<file path="config.mk">
export PLATFORM = sky130hd
export DESIGN_NAME = ex_div
export DESIGN_NICKNAME = d
export VERILOG_FILES = /design/src/rtl/ex_div.sv
export SDC_FILE = /design/constraint.sdc
export NUM_CORES = 1
export LEC_CHECK = 0
export ABC_AREA = 1
export CORE_ASPECT_RATIO = 1.4
export CORE_UTILIZATION = 35
export CTS_BUF_LIST = sky130_fd_sc_hd__clkbuf_16
export DETAILED_ROUTE_END_ITERATION = 10
export HOLD_SLACK_MARGIN = 0.03
export PLACE_DENSITY = 0.54
export SLEW_MARGIN = 10
export SYNTH_ARGS = -nofsm -noshare
export SYNTH_HDL_FRONTEND = slang
export SYNTH_SLANG_ARGS = --single-unit
</file>
<file path="constraint.sdc">
create_clock -name clk -period 2.3 [get_ports clk]
set_clock_uncertainty 0.05 [all_clocks]
set_input_delay 0.23 -clock clk [delete_from_list [all_inputs] [get_ports clk]]
set_output_delay 0.23 -clock clk [all_outputs]
set_load 0.005 [all_outputs]
</file>
<file path="src/rtl/ex_div.sv">
// ex_div: 32-cycle radix-2 restoring divider for the EX stage, stalling IF..EX while busy.
// Optional macro DIV_SIGNED_EN builds signed (DIV) support; undefined means every division is DIVU.
module ex_div (
    input  logic        clk,
    input  logic        rst,
    input  logic        div_start_i,
    input  logic        signed_div_i,
    input  logic [31:0] opdata1_i,
    input  logic [31:0] opdata2_i,
    input  logic        annul_i,
    output logic [63:0] result_o,
    output logic        ready_o,
    output logic        stallreq_for_ex
);

    localparam int DIV_CYCLES = 32;

    typedef enum logic [1:0] {
        S_FREE,
        S_BYZERO,
        S_ON,
        S_END
    } state_e;

    state_e      state_q;
    logic [5:0]  cnt_q;
    logic [64:0] sr_q;       // {partial remainder, dividend bits / quotient bits}
    logic [31:0] divisor_q;

    logic [31:0] abs_op1, abs_op2;
    logic [64:0] shifted;
    logic [33:0] diff;
    logic [64:0] sr_d;
    logic [31:0] quo_raw, rem_raw, quo_fix, rem_fix;

`ifdef DIV_SIGNED_EN
    logic neg_quo_q, neg_rem_q;
    logic op1_neg, op2_neg;

    assign op1_neg = signed_div_i & opdata1_i[31];
    assign op2_neg = signed_div_i & opdata2_i[31];
    assign abs_op1 = op1_neg ? -opdata1_i : opdata1_i;
    assign abs_op2 = op2_neg ? -opdata2_i : opdata2_i;
    // Quotient sign is the XOR of operand signs; remainder follows the dividend.
    assign quo_fix = neg_quo_q ? -quo_raw : quo_raw;
    assign rem_fix = neg_rem_q ? -rem_raw : rem_raw;
`else
    logic unused_signed;

    assign unused_signed = signed_div_i;
    assign abs_op1       = opdata1_i;
    assign abs_op2       = opdata2_i;
    assign quo_fix       = quo_raw;
    assign rem_fix       = rem_raw;
`endif

    // One restoring step: shift, trial-subtract, keep the difference if it did not borrow.
    always_comb begin
        shifted = sr_q << 1;
        diff    = {1'b0, shifted[64:32]} - {2'b0, divisor_q};
        sr_d    = shifted;
        if (!diff[33]) begin
            sr_d[64:32] = diff[32:0];
            sr_d[0]     = 1'b1;
        end
    end

    assign quo_raw = sr_d[31:0];
    assign rem_raw = sr_d[63:32];

    // NOTE: the stall must be combinational so EX freezes in the very cycle the start is seen.
    assign stallreq_for_ex = !annul_i &&
                             ((state_q == S_FREE && div_start_i) ||
                              state_q == S_ON || state_q == S_BYZERO);

    // NOTE: sequential state uses non-blocking assignments only; the reset branch wins over every transition.
    always_ff @(posedge clk) begin
        if (rst) begin
            state_q   <= S_FREE;
            cnt_q     <= '0;
            sr_q      <= '0;
            divisor_q <= '0;
            result_o  <= '0;
            ready_o   <= 1'b0;
`ifdef DIV_SIGNED_EN
            neg_quo_q <= 1'b0;
            neg_rem_q <= 1'b0;
`endif
        end else begin
            case (state_q)
                S_FREE: begin
                    if (div_start_i && !annul_i) begin
                        if (opdata2_i == 32'd0) begin
                            state_q <= S_BYZERO;
                        end else begin
                            state_q   <= S_ON;
                            sr_q      <= {33'd0, abs_op1};
                            divisor_q <= abs_op2;
                            cnt_q     <= '0;
`ifdef DIV_SIGNED_EN
                            neg_quo_q <= op1_neg ^ op2_neg;
                            neg_rem_q <= op1_neg;
`endif
                        end
                    end
                end
                S_BYZERO: begin
                    if (annul_i) begin
                        state_q <= S_FREE;
                    end else begin
                        state_q  <= S_END;
                        result_o <= '0;
                        ready_o  <= 1'b1;
                    end
                end
                S_ON: begin
                    if (annul_i) begin
                        state_q <= S_FREE;
                    end else begin
                        sr_q  <= sr_d;
                        cnt_q <= cnt_q + 6'd1;
                        if (cnt_q == 6'(DIV_CYCLES - 1)) begin
                            state_q  <= S_END;
                            result_o <= {rem_fix, quo_fix};
                            ready_o  <= 1'b1;
                        end
                    end
                end
                S_END: begin
                    if (!div_start_i) begin
                        state_q <= S_FREE;
                        ready_o <= 1'b0;
                    end
                end
                default: state_q <= S_FREE;
            endcase
        end
    end

endmodule

</file>
==> reports/results.txt, run 1 <==
Status -> completed
Average size of a mapped cell -> 6.37 µm²
Area of the multi-input gates -> 5470 µm²
Total Routed Length -> 28,800 µm
CTS Buffer Depth -> 2
Number of diodes -> 0
FF+latch area -> 3390 µm²
Sw frac -> 48.6%
Antenna violations before repair -> 0
Fin crit share -> 95.6%
Routed vias -> 9,371
Crit path DAT -> 2.50 ns
First-pass GRT wire length -> 45,900 µm
Final Hold Viols -> 0
Worst R2R Start -> sr_q[59]
Synth Cell Area -> 9380 µm²
Clock slew at reported path FFs -> 0.07 ns
Fill cells -> 2,662
Worst Path Required -> 2.61 ns
R2r setup slk -> 0.10 ns
Pin count of the biggest net entering global routing -> 45
Routed WL per cell -> 14.7 µm
Peak supply drop -> 0.000688 V
Dpl hpwl -> 21,900 µm
Worst hold path depth -> 5
Die area -> 27,500 µm²
Clk_lat worst skew -> 0.43 ns
Setup TNS -> 0 ns
CTS Sinks -> 169
Crit Path Category -> reg2reg
TritonRoute pass-1 iters -> 5
Total GRT Usage -> 21.3%
GPL Wtd Cong -> 0.921
Slew headroom -> 71.2%
Row Count -> 70
Die Y -> 196 µm
Syn_nets -> 1,579
Fin crit period -> 2.20 ns
Internal power -> 11.3 mW
Yosys warnings -> 0
Net Switching -> 10.7 mW
CTS tree -> yes
# IOs -> 135
Core Area -> 26,200 µm²
Initial Util -> 35.8%
#FFs+latches synth -> 169
H-tree levels -> 4
Num CTS Buffers -> 17
Vias in the first global route -> 8,978
Fmax -> 0.455 GHz
Worst Tran Pin Value -> 0.433 ns
Pwr dens -> 1770 nW/µm²
Fin. max-slew vios -> 0
PortBufs -> 133
Share of cells above drive strength 1 -> 12.4%
Max Cap Viol -> 0
Netlist cell types -> 34
Crit Path Max Fanout -> 19
Detailed Route Iter0 Violations -> 356
Layout area overhead -> 32.6%
Reg-to-reg critical path endpoint -> result_o[40]
R2R cell count -> 11
CTS root buffer -> clkbuf_16
Post-route DRC -> 0
CP Capture Type -> flip-flop
Crit path launch type -> flip-flop
P_leak -> 5.63 nW
Tot Pwr -> 22.0 mW
Comb power frac -> 67.2%
Nets -> 1,728
Die W -> 140 µm
Min-delay src -> opdata1_i[15]
Post-Syn Instances -> 1,472
Fin worst setup slack -> 0.102 ns
Worst Hold Endpoint -> sr_q[15]
Sequential area share after synthesis -> 36.1%
Congestion Overflow GR -> 0
Cts hold-fix bufs -> 0
Hold Path Class -> in2reg
Seq pwr share -> 20.6%
Post-DRT Antenna Nets -> 0
Vias/cell -> 4.79
Clock power frac -> 12.2%
# setup viols final -> 0
Place WS -> -0.0989 ns
==> placed cells by master, fill, tap and decap left out, types with 3 or more instances in the layout <==
master,instances
nand3_1,50
clkdlybuf4s50_1,132
inv_2,6
o21ai_0,133
nor2_2,8
clkinvlp_4,3
buf_4,54
nor2_4,5
ha_1,15
inv_1,181
nand3_2,10
nand3b_1,19
nand4_1,8
a21oi_1,171
buf_12,9
dfxtp_2,6
dfxtp_1,163
nand2_2,31
nor2_1,62
nand2_1,464
clkinv_1,4
ha_4,15
o21ai_1,4
clkinv_2,3
xnor2_1,12
ha_2,7
clkbuf_16,17
a21oi_2,13
==> synthesized netlist by cell type (all sizes together) <==
cell / count / share of area (%)
and2: 2 / 0.13
or2: 1 / 0.067
xor2: 2 / 0.19
nand2: 499 / 20
o21ai: 138 / 7.4
a311oi: 1 / 0.093
nor3: 4 / 0.32
a21oi: 184 / 9.9
buf: 21 / 1.1
clkbuf: 47 / 1.9
a31oi: 2 / 0.13
nor2: 75 / 3.2
nor3b: 1 / 0.080
dfxtp: 169 / 36
fa: 1 / 0.21
xnor2: 13 / 1.2
inv: 185 / 7.4
ha: 37 / 4.9
o21bai: 1 / 0.080
nand4: 8 / 0.53
nand3b: 19 / 1.5
clkinv: 2 / 0.080
nand3: 60 / 3.3
==> worst max-delay path, stage by stage (launching register included) <==
cell and delay, ns:
dfxtp_1 0.43, ha_4 0.25, a21oi_2 0.16, inv_1 0.07
o21ai_1 0.17, nand3_2 0.13, nor2_4 0.24, nand2_8 0.11
buf_12 0.17, nand2_1 0.07, nand3_2 0.10, a21oi_1 0.18
==> logic make-up (layout without fill, tap and decap cells) <==
| group | count (synthesis) | after routing | synth area share [%] |
|---|---|---|---|
| adder cells (fa/ha/maj) | 38 | 38 | 5.15 |
| flip-flops | 169 | 169 | 36.1 |
| XOR/XNOR | 15 | 15 | 1.40 |
| AO/OA/AOI/OAI | 326 | 326 | 17.5 |
| buffers and inverters | 255 | 416 | 10.5 |
| AND/OR/NAND/NOR | 669 | 669 | 29.4 |
==> power by group through the flow <==
stage          Clock (mW)  Combinational (mW)  Sequential [mW]
2_1_floorplan           0                8.73             4.32
3_3_place_gp            0                13.5             4.50
3_5_place_dp            0                13.5             4.49
4_1_cts              2.75                13.7             4.45
5_1_grt              2.86                16.6             4.63
6_report             2.69                14.8             4.52
==> per-stage QoR <==
stage	util, %	instance area, µm²	cells	hold WS (ns)
after floorplan	-	9380	1472	0.315
after global placement	43.6	11400	1924	0.401
after detailed placement	43.6	11400	1924	0.406
after CTS	45.8	12000	1955	0.382
after global routing	47.5	12400	1957	0.419
final	47.5	12400	1957	0.403
==> final cells by class <==
class / instances / share of cell area (%)
Tap cell: 324 / 3.26
Timing Repair Buffer: 198 / 15.6
Inverter: 187 / 5.64
Sequential cell: 169 / 27.3
Clock buffer: 17 / 3.42
Clock inverter: 14 / 0.875
Multi-Input combinational cell: 1048 / 43.9
==> repair_timing <==
item,4_1_cts,5_1_grt
gates resized for setup,6,101
pin swaps,1,13
buffers inserted,0,2
endpoints found under the setup margin,11,66
==> how the worst max path moves through the flow <==
stage	cells past startpoint	endpoint	start
global route	15	result_o[44]	sr_q[31]
finish	11	result_o[40]	sr_q[59]
global placement	11	sr_q[8]	opdata2_i[13]
detailed placement	11	sr_q[3]	opdata2_i[13]
floorplan	15	result_o[60]	sr_q[31]
CTS	12	result_o[59]	divisor_q[22]
==> sequential cells by signal, summed over array words and instances (netlist names) <==
register   cells
ready_o        1
state_q        2
divisor_q     32
cnt_q          6
sr_q          64
result_o      64
==> layer usage <==
metal	vias up	routed length [µm]	track usage, %
met5	-	0	0
met4	0	775	8.87
met3	37	1150	3.71
met2	156	14100	36.7
met1	4190	12700	26.0
li1	4988	-	-
Note: power is estimated with default switching activity, not from simulation.
==> run 2: changes to the inputs <==
--- a/config.mk
+++ b/config.mk
@@ -12,6 +12,7 @@
 export DETAILED_ROUTE_END_ITERATION = 10
 export HOLD_SLACK_MARGIN = 0.03
 export PLACE_DENSITY = 0.54
+export SKIP_LAST_GASP = 1
 export SLEW_MARGIN = 10
 export SYNTH_ARGS = -nofsm -noshare
 export SYNTH_HDL_FRONTEND = slang
==> reports/results.txt, run 2 (synthesis results as in run 1) <==
Hold Path Class -> in2reg
Final Hold Viols -> 0 (unchanged)
Dpl hpwl -> 21,900 µm (unchanged)
Total GRT Usage -> 21.3% (unchanged)
Post-DRT Antenna Nets -> 0 (unchanged)
Routed vias -> 9,327 (-0.47%)
# IOs -> 135 (unchanged)
Die area -> 27,500 µm² (unchanged)
Crit path from -> sr_q[59]
Commonest non-fill, non-tap cell in the layout -> nand2_1
# setup viols final -> 0 (unchanged)
Layout area overhead -> 32.2%
Tot Pwr -> 21.9 mW (-0.47%)
Initial Util -> 35.8% (unchanged)
Fill cells -> 2,673 (+0.41%)
Pin count of the biggest net entering global routing -> 45 (unchanged)
Vias/cell -> 4.77 (-0.47%)
Worst R2R Start -> sr_q[59]
Antenna violations before repair -> 0 (unchanged)
Routed WL per cell -> 14.7 µm (-0.28%)
Area of the multi-input gates -> 5430 µm² (-0.71%)
Peak supply drop -> 0.000680 V (-1.1%)
Crit Path Max Fanout -> 19 (unchanged)
Status -> completed
Worst path max stage delay -> 0.43 ns (about the same)
Met2 GRT Util -> 36.7% (unchanged)
Max Cap Viol -> 0 (unchanged)
H-tree levels -> 4 (unchanged)
CTS tree -> yes
Congestion Overflow GR -> 0 (unchanged)
PortBufs -> 133 (unchanged)
FF+latch area -> 3390 µm² (about the same)
Clock slew at reported path FFs -> 0.06 ns (about the same)
CTS Buffer Depth -> 2 (unchanged)
Fin crit period -> 2.19 ns (-0.00664 ns)
Vias in the first global route -> 8,978 (unchanged)
Post-route DRC -> 0 (unchanged)
Worst Path Required -> 2.61 ns (about the same)
Detailed Route Iter0 Violations -> 387 (+8.7%)
GPL Wtd Cong -> 0.921 (unchanged)
Min-delay src -> opdata1_i[14]
Number of diodes -> 0 (unchanged)
Fin. max-slew vios -> 0 (unchanged)
Crit path launch type -> flip-flop
Worst Tran Pin Value -> 0.425 ns (-0.00738 ns)
Total Routed Length -> 28,700 µm (-0.28%)
Crit path DAT -> 2.50 ns (about the same)
Pwr dens -> 1760 nW/µm² (-0.15%)
Placed cell area -> 11,400 µm² (unchanged)
TritonRoute pass-1 iters -> 5 (unchanged)
Fmax -> 0.456 GHz (+0.30%)
Gr busiest metal -> met2
Fin area -> 12,400 µm² (-0.32%)
CP Capture Type -> flip-flop
Core Area -> 26,200 µm² (unchanged)
Biggest regs -> result_o x64, sr_q x64, divisor_q x32
Num CTS Buffers -> 17 (unchanged)
Die Y -> 196 µm (unchanged)
M1 GR Usage -> 26.0% (unchanged)
Die W -> 140 µm (unchanged)
CTS Sinks -> 169 (unchanged)
P_leak -> 5.62 nW (-0.16%)
Most frequent cells in the layout -> nand2_1, inv_1, a21oi_1, dfxtp_1, o21ai_0
Slew headroom -> 71.6% (+0.49 points)
Row Count -> 70 (unchanged)
Crit path max-delay cell type -> dfxtp_1
Crit Path Category -> reg2reg
Fin crit share -> 95.3% (-0.29 points)
Critical Path, Cell by Cell -> ha_4 -> a21oi_2 -> inv_1 -> o21ai_1 -> nand3_2 -> nor2_4 -> nand2_8 -> buf_12 -> nand2_1 -> nand3_2 -> a21oi_1
Nets -> 1,728 (unchanged)
Met3 Usage GRT -> 3.71% (unchanged)
Cell mode on critical path -> nand3_2
Clk_lat worst skew -> 0.43 ns (about the same)
RSZ-0062 raised after global routing -> true
Share of cells above drive strength 1 -> 12.1% (-0.31 points)
CTS root buffer -> clkbuf_16
First-pass GRT wire length -> 45,900 µm (unchanged)
## run 2: path summary, 6_finish.rpt
kind | end | slack, ns | cells past startpoint
worst max-delay path | result_o[40] | 0.11 | 11
worst min-delay path | sr_q[14] | 0.40 | 5
worst max register to register | result_o[40] | 0.11 | 11
worst min register to register | divisor_q[23] | 0.41 | 2
## run 2: power breakdown
group / internal, mW / total [mW] / switching (mW)
Sequential: 3.85 / 4.51 / 0.665
Combinational: 5.93 / 14.7 / 8.74
Clock: 1.47 / 2.69 / 1.22
## run 2: per-stage QoR
| step | cells | hold WS (ns) | worst slack, ns | utilization [%] | setup TNS [ns] |
|---|---|---|---|---|---|
| after global placement | 1924 | 0.401 | -0.0811 | 43.6 | -4.27 |
| final | 1957 | 0.399 | 0.109 | 47.3 | 0 |
| after global routing | 1957 | 0.419 | -0.0353 | 47.3 | -0.176 |
| after CTS | 1955 | 0.382 | 0.0106 | 45.8 | 0 |
| after floorplan | 1472 | 0.315 | 0.285 | - | 0 |
| after detailed placement | 1924 | 0.406 | -0.0989 | 43.6 | -4.48 |
## run 2: what timing repair did
item,4_1_cts,5_1_grt
gates resized for setup,6,95
buffers inserted,0,2
hold buffers,0,0
pin swaps,1,13
setup endpoints to repair,11,66
## run 2: final cells by class
class,instances,share of cell area [%]
tap,324,3.27
clock buffer,17,3.43
timing repair buffer,198,15.7
multi-input combinational,1048,43.8
inverter,187,5.66
sequential,169,27.3
clock inverter,14,0.878
## run 2: critical path: cells and delay by family (launching register included)
family / cells / cell delay, ns
buffers and inverters: 2 / 0.24
adders and majority gates: 1 / 0.25
AOI/OAI and AO/OA: 3 / 0.51
DFF: 1 / 0.43
and+or+nand+nor: 5 / 0.63
## run 2: routing by layer
layer | share of wire, % | wire, µm | up-vias
met1 | 44 | 12800 | 4157
met4 | 2.9 | 841 | 0
met2 | 49 | 14000 | 150
met5 | 0 | 0 | -
met3 | 3.8 | 1100 | 39
li1 | - | - | 4981
